### config.mk
export PLATFORM = sky130hd
export DESIGN_NAME = branch_seq_ctrl_flat
export DESIGN_NICKNAME = d
export VERILOG_FILES = /design/src/rtl/branch_seq_ctrl_if.sv /design/src/rtl/branch_seq_ctrl.sv /design/src/flat_wrapper.sv
export SDC_FILE = /design/constraint.sdc
export NUM_CORES = 1
export LEC_CHECK = 0
export ABC_CLOCK_PERIOD_IN_PS = 5400
export BUFFER_PORTS_ARGS = -buffer_cell sky130_fd_sc_hd__buf_2
export CAP_MARGIN = 15
export CORE_UTILIZATION = 49
export CTS_CLUSTER_DIAMETER = 100
export DETAILED_ROUTE_END_ITERATION = 10
export PLACE_DENSITY = 0.9
export SYNTH_ARGS = -nofsm -noshare
export SYNTH_HDL_FRONTEND = slang
export SYNTH_SLANG_ARGS = --single-unit
### constraint.sdc
create_clock -name clk -period 5.4 [get_ports clk]
set_input_delay 1.08 -clock clk [delete_from_list [all_inputs] [get_ports clk]]
set_output_delay 1.08 -clock clk [all_outputs]
set_load 0.02 [all_outputs]
### src/rtl/branch_seq_ctrl_if.sv
// Decode-stage branch bundle between the D stage / forwarding network and the
// branch sequencer: instruction fields and operands in, stall/redirect/BD tag and counters out.
interface branch_seq_ctrl_if #(
    parameter int CNT_W = 32
);
    logic             flush;
    logic             hold;
    logic             d_valid;
    logic             d_is_br;
    logic [5:0]       d_opcode;
    logic [4:0]       d_rt;
    logic [15:0]      d_imm;
    logic [31:0]      d_pc;
    logic [31:0]      rs_val;
    logic [31:0]      rt_val;
    logic             rs_ready;
    logic             rt_ready;
    logic             br_stall;
    logic             br_taken;
    logic [31:0]      br_target;
    logic             d_bd;
    logic [CNT_W-1:0] br_cnt;
    logic [CNT_W-1:0] taken_cnt;
    logic [CNT_W-1:0] stall_cnt;

    modport master (
        output flush, hold, d_valid, d_is_br, d_opcode, d_rt, d_imm, d_pc,
               rs_val, rt_val, rs_ready, rt_ready,
        input  br_stall, br_taken, br_target, d_bd, br_cnt, taken_cnt, stall_cnt
    );

    modport slave (
        input  flush, hold, d_valid, d_is_br, d_opcode, d_rt, d_imm, d_pc,
               rs_val, rt_val, rs_ready, rt_ready,
        output br_stall, br_taken, br_target, d_bd, br_cnt, taken_cnt, stall_cnt
    );
endinterface

### src/rtl/branch_seq_ctrl.sv
// ID-stage branch sequencer: stalls until operands are final, resolves condition
// and target, tags the delay slot (BD) and keeps saturating branch statistics.
module branch_seq_ctrl #(
    parameter int CNT_W = 32
) (
    input  logic               clk,
    input  logic               reset,
    branch_seq_ctrl_if.slave   bus
);
    localparam logic [5:0] OP_REGIMM = 6'b000001;
    localparam logic [5:0] OP_BEQ    = 6'b000100;
    localparam logic [5:0] OP_BNE    = 6'b000101;
    localparam logic [5:0] OP_BLEZ   = 6'b000110;
    localparam logic [5:0] OP_BGTZ   = 6'b000111;

    typedef enum logic [1:0] {
        IDLE = 2'd0,
        WAIT = 2'd1,
        SLOT = 2'd2
    } state_t;

    state_t state_q, state_d;
    logic [CNT_W-1:0] br_cnt_q, br_cnt_d;
    logic [CNT_W-1:0] taken_cnt_q, taken_cnt_d;
    logic [CNT_W-1:0] stall_cnt_q, stall_cnt_d;

    logic br_req, need_rt, ready, br_stall, resolve, cond, br_taken, d_bd;
    logic signed [31:0] rs_s, rt_s;
    logic [31:0] offset;
    logic [31:0] br_target;

    function automatic logic [CNT_W-1:0] sat_inc(input logic [CNT_W-1:0] v, input logic en);
        if (en && (v != {CNT_W{1'b1}}))
            return v + CNT_W'(1);
        return v;
    endfunction

    always_comb begin
        br_req   = bus.d_valid & bus.d_is_br;
        need_rt  = (bus.d_opcode == OP_BEQ) | (bus.d_opcode == OP_BNE);
        ready    = bus.rs_ready & (bus.rt_ready | ~need_rt);
        br_stall = br_req & ~ready & ~bus.flush;
        resolve  = br_req & ready & ~bus.hold & ~bus.flush;
    end

    // Operands are compared as two's-complement values for the sign-based branches.
    always_comb begin
        rs_s = bus.rs_val;
        rt_s = bus.rt_val;
        cond = 1'b0;
        case (bus.d_opcode)
            OP_BEQ:    cond = (rs_s == rt_s);
            OP_BNE:    cond = (rs_s != rt_s);
            OP_BLEZ:   cond = (rs_s <= 0);
            OP_BGTZ:   cond = (rs_s > 0);
            OP_REGIMM: begin
                if (bus.d_rt == 5'b00000)
                    cond = (rs_s < 0);
                else if (bus.d_rt == 5'b00001)
                    cond = (rs_s >= 0);
            end
            default:   cond = 1'b0;
        endcase
    end

    always_comb begin
        offset    = {{14{bus.d_imm[15]}}, bus.d_imm, 2'b00};
        br_target = bus.d_pc + 32'd4 + offset;
        br_taken  = resolve & cond;
        d_bd      = (state_q == SLOT) & bus.d_valid & ~bus.flush;
    end

    always_comb begin
        state_d = state_q;
        if (bus.flush) begin
            state_d = IDLE;
        end else begin
            case (state_q)
                IDLE: begin
                    if (br_req && !ready)
                        state_d = WAIT;
                    else if (resolve)
                        state_d = SLOT;
                end
                WAIT: begin
                    if (resolve)
                        state_d = SLOT;
                    else if (!br_req)
                        state_d = IDLE;
                end
                // A branch sitting in the delay slot re-arms SLOT for its own slot.
                SLOT: begin
                    if (resolve)
                        state_d = SLOT;
                    else if (bus.d_valid && !bus.hold && !br_stall)
                        state_d = IDLE;
                end
                default: state_d = IDLE;
            endcase
        end
    end

    always_comb begin
        br_cnt_d    = sat_inc(br_cnt_q, resolve);
        taken_cnt_d = sat_inc(taken_cnt_q, br_taken);
        stall_cnt_d = sat_inc(stall_cnt_q, br_stall);
    end

    always_ff @(posedge clk) begin
        if (reset) begin
            state_q     <= IDLE;
            br_cnt_q    <= '0;
            taken_cnt_q <= '0;
            stall_cnt_q <= '0;
        end else begin
            state_q     <= state_d;
            br_cnt_q    <= br_cnt_d;
            taken_cnt_q <= taken_cnt_d;
            stall_cnt_q <= stall_cnt_d;
        end
    end

    assign bus.br_stall  = br_stall;
    assign bus.br_taken  = br_taken;
    assign bus.br_target = br_target;
    assign bus.d_bd      = d_bd;
    assign bus.br_cnt    = br_cnt_q;
    assign bus.taken_cnt = taken_cnt_q;
    assign bus.stall_cnt = stall_cnt_q;
endmodule

### src/flat_wrapper.sv
// flat-port wrapper written by rule: the top's interface ports become plain ports
module branch_seq_ctrl_flat 
#(
    parameter int CNT_W = 32
)
  (clk, reset, bus_flush, bus_hold, bus_d_valid, bus_d_is_br, bus_d_opcode, bus_d_rt, bus_d_imm, bus_d_pc, bus_rs_val, bus_rt_val, bus_rs_ready, bus_rt_ready, bus_br_stall, bus_br_taken, bus_br_target, bus_d_bd, bus_br_cnt, bus_taken_cnt, bus_stall_cnt);
  branch_seq_ctrl_if #(.CNT_W(CNT_W)) bus_i ();
  input  logic clk;
  input  logic reset;
  input wire logic [$bits(bus_i.flush)-1:0] bus_flush;
  input wire logic [$bits(bus_i.hold)-1:0] bus_hold;
  input wire logic [$bits(bus_i.d_valid)-1:0] bus_d_valid;
  input wire logic [$bits(bus_i.d_is_br)-1:0] bus_d_is_br;
  input wire logic [$bits(bus_i.d_opcode)-1:0] bus_d_opcode;
  input wire logic [$bits(bus_i.d_rt)-1:0] bus_d_rt;
  input wire logic [$bits(bus_i.d_imm)-1:0] bus_d_imm;
  input wire logic [$bits(bus_i.d_pc)-1:0] bus_d_pc;
  input wire logic [$bits(bus_i.rs_val)-1:0] bus_rs_val;
  input wire logic [$bits(bus_i.rt_val)-1:0] bus_rt_val;
  input wire logic [$bits(bus_i.rs_ready)-1:0] bus_rs_ready;
  input wire logic [$bits(bus_i.rt_ready)-1:0] bus_rt_ready;
  output wire logic [$bits(bus_i.br_stall)-1:0] bus_br_stall;
  output wire logic [$bits(bus_i.br_taken)-1:0] bus_br_taken;
  output wire logic [$bits(bus_i.br_target)-1:0] bus_br_target;
  output wire logic [$bits(bus_i.d_bd)-1:0] bus_d_bd;
  output wire logic [$bits(bus_i.br_cnt)-1:0] bus_br_cnt;
  output wire logic [$bits(bus_i.taken_cnt)-1:0] bus_taken_cnt;
  output wire logic [$bits(bus_i.stall_cnt)-1:0] bus_stall_cnt;
  assign bus_i.flush = bus_flush;
  assign bus_i.hold = bus_hold;
  assign bus_i.d_valid = bus_d_valid;
  assign bus_i.d_is_br = bus_d_is_br;
  assign bus_i.d_opcode = bus_d_opcode;
  assign bus_i.d_rt = bus_d_rt;
  assign bus_i.d_imm = bus_d_imm;
  assign bus_i.d_pc = bus_d_pc;
  assign bus_i.rs_val = bus_rs_val;
  assign bus_i.rt_val = bus_rt_val;
  assign bus_i.rs_ready = bus_rs_ready;
  assign bus_i.rt_ready = bus_rt_ready;
  assign bus_br_stall = bus_i.br_stall;
  assign bus_br_taken = bus_i.br_taken;
  assign bus_br_target = bus_i.br_target;
  assign bus_d_bd = bus_i.d_bd;
  assign bus_br_cnt = bus_i.br_cnt;
  assign bus_taken_cnt = bus_i.taken_cnt;
  assign bus_stall_cnt = bus_i.stall_cnt;
  branch_seq_ctrl #(.CNT_W(CNT_W)) u_core (.clk(clk), .reset(reset), .bus(bus_i));
endmodule
==> results of run 1 <==
[worst reg2reg max path: stages (launching register included)]
cell and delay [ns]:
dfxtp_1 0.44, nand4_1 0.17, nor3_1 0.32, and4_1 0.37, nand4_1 0.32, nor4_4 0.93, buf_4 0.39, nor4_1 0.10
mux2_2 0.28
[state kept, by name, summed over array words and instances (netlist names)]
| signal | cells |
|---|---|
| u_core.bus.stall_cnt | 32 |
| u_core.bus.br_cnt | 32 |
| u_core.state_q | 2 |
| u_core.bus.taken_cnt | 32 |
[cell usage in the layout (no fill, tap or decap), types with 3 or more instances in the layout]
master / n
and3_1: 17
inv_1: 33
a211oi_1: 11
nor3_1: 20
nand4_1: 33
buf_2: 256
a21o_1: 7
mux2_2: 15
nor2_1: 103
o211ai_1: 4
nand3_1: 38
o21ai_0: 35
a21boi_0: 3
o21a_1: 6
nor2b_1: 15
and4_1: 14
or3_1: 17
ha_1: 64
or4_1: 17
dfxtp_1: 98
buf_4: 4
a21oi_1: 60
a211o_1: 4
and2_1: 6
a32oi_1: 3
clkbuf_16: 9
nor4_1: 29
xor2_1: 32
xnor2_1: 67
nand2_1: 59
o31ai_1: 17
[how the worst max path moves through the flow]
| stage | from | slack [ns] | to | cells past startpoint |
|---|---|---|---|---|
| CTS | bus_d_pc[3] | 0.12 | bus_br_target[31] | 13 |
| global placement | bus_d_pc[3] | 0.19 | bus_br_target[31] | 13 |
| global route | bus_d_pc[7] | 0.02 | bus_br_target[20] | 12 |
| detailed placement | bus_d_pc[3] | 0.13 | bus_br_target[31] | 13 |
| floorplan | bus_d_pc[7] | 0.37 | bus_br_target[22] | 9 |
| finish | bus_d_pc[3] | 0.20 | bus_br_target[31] | 13 |
[final cells by class]
cell class                      instances  area (µm²)
Clock buffer                           11         233
Clock inverter                          5        78.8
Fill cell                            1221        5210
Inverter                               33         124
Multi-Input combinational cell        725        4900
Sequential cell                        98        1960
Tap cell                              180         225
Timing Repair Buffer                  260        1310
[layer usage]
metal / track usage [%] / vias up / share of wire [%]
li1: - / 3719 / -
met1: 30.5 / 3496 / 42
met2: 45.4 / 240 / 51
met3: 4.79 / 34 / 5.0
met4: 9.22 / 0 / 2.1
met5: 0 / - / 0
[power by group]
group	leakage [µW]	internal [µW]	switching, µW	total [µW]
logic	0.00292	212	301	513
registers	0.000789	723	0.808	724
clock network	0.000153	406	274	679
total	0.00386	1340	576	1920
[timing repair]
| action | 4_1_cts | 5_1_grt |
|---|---|---|
| resized for setup | 0 | 3 |
| setup endpoints to repair | 0 | 2 |
| hold buffers | 0 | 0 |
[per-stage QoR]
stage	cells	worst slack (ns)
global route	1312	0.0162
CTS	1312	0.121
floorplan	890	0.372
global placement	1296	0.185
detailed placement	1296	0.134
finish	1312	0.196
[cell families after synthesis]
| logic type | after synthesis |
|---|---|
| buffers and inverters | 67 |
| AOI/OAI and AO/OA | 167 |
| DFF | 98 |
| and+or+nand+nor | 378 |
| xor gates and xnor gates | 99 |
| muxes | 16 |
| adders and majority gates | 65 |
==> run metrics, run 1 <==
status finished, final reports clean; Post-Synth Adder-Cell Area 11.5%; ys flop type dfxtp_1; Mapped Nets 1086; CTS tree built; VDD IR max 0.144 mV; pwr dens 217 nW/µm²; Hold Path Depth 2; Final TNS setup 0 ns; Setup crit start kind input port; Yosys reg bits 98; Die X 123 µm; standard-cell rows 43; Routed WL 19400 µm; minimum clock period 5.20 ns; die area 15000 µm²; final setup fails 0; Hold Path Class reg -> reg; critical path endpoint category output port; placed instance area 8510 µm²; Synth Area in Compound Gates 14.8%; relative slew slack 23.7%; CTS max path bufs 2; share of layout cells above drive strength 1 26.2%; final instance area 8830 µm²; first-pass GRT wire length 31200 µm; Avg Cell Area, Syn 8.00 µm²; post-route ant nets 0; Register-to-Register Path Depth 8; number of CTS-inserted buffers 9; via count 7489; Hold Path End u_core.bus.taken_cnt[6]$_SDFFE_PP0P_; number of enable flip-flop cells after synthesis 0; largest stage delay on the critical path 0.44 ns; hold path startpoint u_core.bus.taken_cnt[6]$_SDFFE_PP0P_; Max Clock Skew 0.00838 ns; # IOs 262; vias per cell 5.71; DRC errors left 0; LEAKAGE 0.00386 µW; CP Class in -> out; xor/xnor share of the synthesized area 12.2%; nets 1323; RSZ-0062 raised after global routing no; Crit Path Max Fanout 3; synth unique cells 56; Clock Sinks 98; main combinational cell family by area after synthesis simple AND/OR/NAND/NOR gates; fin util 62.9%; vias in the first global route 6830; Post-synth top cells nor2_1, dfxtp_1, xnor2_1, ha_1, a21oi_1; Final Wtd Congestion 0.918; Clock Latency Late Sink 0.34 ns; Hold Vio Cnt, Final 0; area share of the largest cell type after synthesis 27.5%; CP Cell Sequence buf_2 > ha_1 > ha_1 > fa_1 > a211oi_1 > o21ai_1 > o21a_1 > o211ai_1 > o211a_1 > a211oi_2 > o211ai_1 > or3b_2 > buf_2; max cap viols 0; slack of the worst reg-to-reg path 1.95 ns; synthesized area 7120 µm²; Initial Util 50.7%; Clock Pin Slew Worst Setup and Hold Paths 0.06 ns; antenna violations before repair 0; post-CTS setup buffers 0; Root Driver clkbuf_16; gr ovfl total 0; post-synthesis sequential area ratio 27.5%; Mapped Cells 890; Yosys warning count 0; f_max 0.192 GHz; FF-to-FF End u_core.bus.taken_cnt[21]$_SDFFE_PP0P_; htree depth 3; Die Y-Extent 123 µm; worst path bufs/invs 2; Layout area overhead 24.0%; most common cell in the synthesized netlist nor2_1; ys async rst share 0%; n_diodes 0; mux cell area share after synthesis 2.51%; First-pass DRT Iterations 4; core region area 14000 µm²; synth top area cells dfxtp_1, ha_1, xnor2_1, nor2_1, a21oi_1; wire per inst 14.8 µm; PortBufs 257; Slew Viols, Final 0; post-detail-place hpwl 15100 µm; DR iter-0 viols 456; final worst-path cycle share 96.4%; Worst EP required 4.32 ns; worst-margin pin slew 1.14 ns; Synth area leader dfxtp_1; largest net degree at the start of global routing 114; final hold slack 0.494 ns; FF-to-FF Start u_core.bus.taken_cnt[11]$_SDFFE_PP0P_; CP delay by family, top compound AO/OA/AOI/OAI gates; total power 1920 µW; Post-Synth Simple-Gate Area 27.5%; GRT Total Usage 25.6%; Critical-path top delay cell or3b_2; CP arrival 4.12 ns
No activity file was read; power rests on OpenSTA's default activity.
==> inputs of run 2 (changes only) <==
--- a/config.mk
+++ b/config.mk
@@ -8,6 +8,7 @@
 export ABC_CLOCK_PERIOD_IN_PS = 5400
 export BUFFER_PORTS_ARGS = -buffer_cell sky130_fd_sc_hd__buf_2
 export CAP_MARGIN = 15
+export CORE_ASPECT_RATIO = 0.6
 export CORE_UTILIZATION = 49
 export CTS_CLUSTER_DIAMETER = 100
 export DETAILED_ROUTE_END_ITERATION = 10
==> constraint.sdc (replaced) <==
create_clock -name clk -period 5.4 [get_ports clk]
set_input_delay 0.54 -clock clk [delete_from_list [all_inputs] [get_ports clk]]
set_output_delay 0.54 -clock clk [all_outputs]
set_load 0.02 [all_outputs]
==> run 2 against run 1 <==
Against the previous run:
- critical path depth unchanged
- critical endpoint unchanged
- final area decreased by 0.16%
- largest cell class unchanged
- utilization grew 0.48 points
- non-clock buffer count grew 1
- largest power group unchanged
- critical path type unchanged
- combinational power grew 3%
- global-route usage increased by 2.6 points
- die area up 0.10%
- highest routed layer unchanged
- clock power down 8.5%
==> run metrics, run 2 (synthesis gave the netlist of run 1 again) <==
final setup fails 0; wire per inst 16.2 µm; Critical-path top delay cell or3b_2; FF+latch area 1960 µm²; Clock Sinks 98; placed instance area 8530 µm²; Hold Path Class in -> reg; relative slew slack 41.3%; Clock Latency Late Sink 0.34 ns; cts repair resizes 0; worst-margin pin slew 0.881 ns; DR iter-0 viols 536; number of CTS-inserted buffers 9; final-layout fill cell count 1182; minimum clock period 4.35 ns; most frequent cells in the layout buf_2, nor2_1, dfxtp_1, xnor2_1, ha_1; antenna violations before repair 0; post-CTS setup buffers 0; Slew Viols, Final 0; status finished, final reports clean; Hold Path Depth 2; GRT met2 Usage 42.0%; die area 15000 µm²; CP delay by family, top compound AO/OA/AOI/OAI gates; commonest non-fill, non-tap cell in the layout buf_2; largest net degree at the start of global routing 87; Final Wtd Congestion 0.986; RSZ-0062 raised after global routing no; Root Driver clkbuf_16; Setup crit start kind input port; max cap viols 0; Clock Pin Slew Worst Setup and Hold Paths 0.07 ns; first-pass GRT wire length 33600 µm; First-pass DRT Iterations 5; global routing usage on met3 5.86%; n_diodes 0; CP arrival 3.81 ns; post-detail-place hpwl 16800 µm; via count 7602; pwr dens 212 nW/µm²; Die X 158 µm; Layout area overhead 23.8%; Register-to-Register Path Depth 9; CP startpoint bus_d_pc[3]; core region area 13900 µm²; Max Clock Skew 0.0132 ns; LEAKAGE 0.00385 µW; NetSw 616 µW; Routed WL 21400 µm; layer with the highest usage met2; CP Class in -> out; VDD IR max 0.145 mV; combinational share of power 28.2%; register share of total power 38.6%; Final TNS setup 0 ns; htree depth 3; FF-to-FF Start u_core.bus.taken_cnt[11]$_SDFFE_PP0P_; post-route ant nets 0; Hold Path End u_core.state_q[0]$_SDFFE_PP0P_; Hold Vio Cnt, Final 0; switch share 32.9%; vias in the first global route 6658; FF-to-FF End u_core.bus.taken_cnt[7]$_SDFFE_PP0P_; DRC errors left 0; met1 usage in global routing 41.1%; critical path endpoint category output port; total power 1870 µW; # IOs 262; largest stage delay on the critical path 0.45 ns; Worst EP required 4.86 ns; slack of the worst reg-to-reg path 2.21 ns; final instance area 8820 µm²; gr ovfl total 0; hold path startpoint bus_flush; Die Y-Extent 95.4 µm; CP Cell Sequence buf_2 > ha_1 > ha_1 > fa_1 > a211oi_1 > o21ai_0 > o21a_1 > o211ai_1 > o211a_1 > a211oi_1 > o211ai_1 > or3b_2 > buf_2; Pint 1260 µW; Multi-input gate area 4890 µm²; Crit Path Max Fanout 4; vias per cell 5.74; standard-cell rows 33; share of layout cells above drive strength 1 26.2%; nets 1324; CTS max path bufs 2; CTS tree built; worst path bufs/invs 2; clock network fraction of total power 33.2%; f_max 0.230 GHz; final worst-path cycle share 80.6%; Initial Util 51.2%; CTS Hold Bufs 0; GRT Total Usage 28.2%; PortBufs 257
run 2: cell count changes in the layout (fill, tap and decap cells not counted), moves of 2 or more:
cell / change
a211oi_1: +2
a211oi_2: -2
bufinv_16: -2
clkinv_2: -2
inv_8: +2
run 2: area by class of cell:
class	count	share of cell area, %
multi-input cells	725	55.4
flip-flops and latches	98	22.2
repair buffers	261	15.0
well taps	192	2.72
clock buffers	10	2.60
inverters	33	1.40
clock inverters	6	0.638
run 2: worst max-delay path by stage:
stage,to,slack (ns),depth (start not counted)
6_report,bus_br_target[31],1.05,13
3_3_place_gp,bus_br_target[31],1.23,13
4_1_cts,bus_br_target[31],1.10,13
5_1_grt,bus_br_target[31],0.90,13
2_1_floorplan,bus_br_target[22],1.45,9
3_5_place_dp,bus_br_target[31],1.11,13
run 2: power groups by stage:
| stage | Sequential (µW) | Combinational [µW] | Clock [µW] |
|---|---|---|---|
| floorplan | 741 | 341 | 0 |
| global placement | 740 | 506 | 0 |
| detailed placement | 740 | 520 | 0 |
| CTS | 723 | 522 | 630 |
| global route | 723 | 574 | 659 |
| finish | 723 | 528 | 621 |
run 2: through the flow:
stage	cells	util (%)	setup WS [ns]	hold slack (ns)
detailed placement	1309	61.3	1.11	0.485
global route	1325	63.4	0.898	0.422
global placement	1309	61.3	1.23	0.478
finish	1325	63.4	1.05	0.426
floorplan	890	-	1.45	0.468
CTS	1325	63.4	1.10	0.415
run 2: layer usage:
metal / share of wire [%] / wire (µm) / up-vias
met3: 7.8 / 1670 / 31
met2: 42 / 9030 / 320
met4: 1.6 / 339 / 0
li1: - / - / 3727
met1: 48 / 10400 / 3524
met5: 0 / 0 / -
==> inputs of run 3 (changes only) <==
--- a/config.mk
+++ b/config.mk
@@ -5,7 +5,7 @@
 export SDC_FILE = /design/constraint.sdc
 export NUM_CORES = 1
 export LEC_CHECK = 0
-export ABC_CLOCK_PERIOD_IN_PS = 5400
+export ABC_CLOCK_PERIOD_IN_PS = 4500
 export BUFFER_PORTS_ARGS = -buffer_cell sky130_fd_sc_hd__buf_2
 export CAP_MARGIN = 15
 export CORE_ASPECT_RATIO = 0.6
==> constraint.sdc (replaced) <==
create_clock -name clk -period 4.5 [get_ports clk]
set_input_delay 0.45 -clock clk [delete_from_list [all_inputs] [get_ports clk]]
set_output_delay 0.45 -clock clk [all_outputs]
set_load 0.02 [all_outputs]
==> run 3 against run 2 <==
Against the previous run:
- sequential power up 20%
- register-to-register slack worse by 0.86 ns
- count of clock-buffer cells in the layout rose by 1
- global-route usage down 0.58 points
- critical path depth is 1 lower
- critical endpoint is now bus_br_target[20]
- final cell count unchanged
- utilization increased by 0.19 points
- first-iteration DRC count grew 8.0%
- hold slack lost 0.075 ns
- clock power up 25%
==> run metrics, run 3 (synthesis gave the netlist of run 1 again) <==
status finished, final reports clean; CP Class in -> out; Hold Vio Cnt, Final 0; pwr dens 258 nW/µm²; Worst EP required 4.05 ns; Root Driver clkbuf_16; via count 7551; cts repair resizes 0; final setup fails 0; post-detail-place hpwl 16800 µm; gr ovfl total 0; Critical-path top delay cell o41a_1; post-CTS setup buffers 0; Initial Util 51.2%; Hold Path Class in -> reg; Routed WL 21200 µm; vias in the first global route 6599; relative slew slack 47.2%; PortBufs 257; Layout area overhead 24.2%; post-route ant nets 0; critical path endpoint category output port; Clock Pin Slew Worst Setup and Hold Paths 0.06 ns; Register-to-Register Path Depth 9; antenna violations before repair 0; minimum clock period 4.10 ns; final worst-path cycle share 91.0%; Final Wtd Congestion 0.988; GRT Total Usage 27.6%; final-layout fill cell count 1202; pre-CTS setup slack 0.444 ns; worst-margin pin slew 0.785 ns; total power 2280 µW; Crit Path Max Fanout 5; first-pass GRT wire length 32800 µm; nets 1325; number of CTS-inserted buffers 9; Clock Latency Late Sink 0.34 ns; CTS max path bufs 2; largest stage delay on the critical path 0.45 ns; wire per inst 16.0 µm; htree depth 3; DR iter-0 viols 579; share of layout cells above drive strength 1 26.3%; RSZ-0062 raised after global routing no; Clock Sinks 98; largest net degree at the start of global routing 62; most frequent cells in the layout buf_2, nor2_1, dfxtp_1, xnor2_1, ha_1; CTS Hold Bufs 0; Final TNS setup 0 ns; n_diodes 0; VDD IR max 0.176 mV; core region area 13900 µm²; LEAKAGE 0.00387 µW; die area 15000 µm²; commonest non-fill, non-tap cell in the layout buf_2; Hold Path Depth 2; First-pass DRT Iterations 5; CP Cell Sequence buf_2 > ha_1 > ha_1 > a211o_1 > a211oi_1 > nor4_1 > o41a_1 > o31a_1 > or2_2 > a21oi_1 > xnor2_1 > buf_2; Slew Viols, Final 0; # IOs 262; vias per cell 5.70; DRC errors left 0; CTS tree built; Setup WS post-layout 0.404 ns; max cap viols 0; Die X 158 µm; Setup crit start kind input port; Max Clock Skew 0.00881 ns; standard-cell rows 33; f_max 0.244 GHz; Die Y-Extent 95.4 µm; CP arrival 3.65 ns
run 3: cell count changes in the layout (fill, tap and decap cells not counted), sizes merged:
cell / change
bufinv: +1
inv: -3
clkbuf: +1
buf: +1
run 3: metal layers:
metal  wire length [µm]  vias up  part of all wire (%)  global-route usage [%]
met5                  0        -                     0                       0
met3               1490       23                   7.0                    4.64
met4                172        0                  0.81                    5.02
li1                   -     3733                     -                       -
met2               9090      306                    43                    41.7
met1              10500     3489                    49                    41.0
run 3: final cells by class:
type / instances / area (µm²) / share of cell area [%]
clock buffers: 11 / 253 / 2.86
well taps: 192 / 240 / 2.72
inverters: 33 / 124 / 1.40
repair buffers: 262 / 1330 / 15.0
multi-input cells: 725 / 4890 / 55.3
clock inverters: 4 / 51.3 / 0.580
flip-flops and latches: 98 / 1960 / 22.2
run 3: final timing paths:
path	start	end	slack (ns)
worst min-delay path	bus_flush	u_core.state_q[0]$_SDFFE_PP0P_	0.35
worst min register to register	u_core.bus.taken_cnt[4]$_SDFFE_PP0P_	u_core.bus.taken_cnt[4]$_SDFFE_PP0P_	0.49
worst max-delay path	bus_d_pc[7]	bus_br_target[20]	0.40
worst max register to register	u_core.bus.taken_cnt[11]$_SDFFE_PP0P_	u_core.bus.taken_cnt[7]$_SDFFE_PP0P_	1.35
run 3: per-stage QoR:
step | hold WS [ns] | cells | util (%) | cell area (µm²)
detailed placement | 0.483 | 1310 | 61.4 | 8540
floorplan | 0.468 | 890 | - | 7120
global placement | 0.478 | 1310 | 61.4 | 8540
global route | 0.353 | 1325 | 63.6 | 8850
CTS | 0.337 | 1325 | 63.6 | 8850
finish | 0.351 | 1325 | 63.6 | 8850
run 3: power breakdown:
group	switching, µW	total, µW	internal [µW]
sequential	0.935	869	868
combinational	378	632	254
clock	320	779	458
total	699	2280	1580
run 3: critical path, delay by kind of cell:
family          cells  cell delay, ns
compound gates      5            1.63
fa+ha+maj           2            0.69
simple gates        2            0.46
buf+inv             2            0.29
xor+xnor            1            0.14
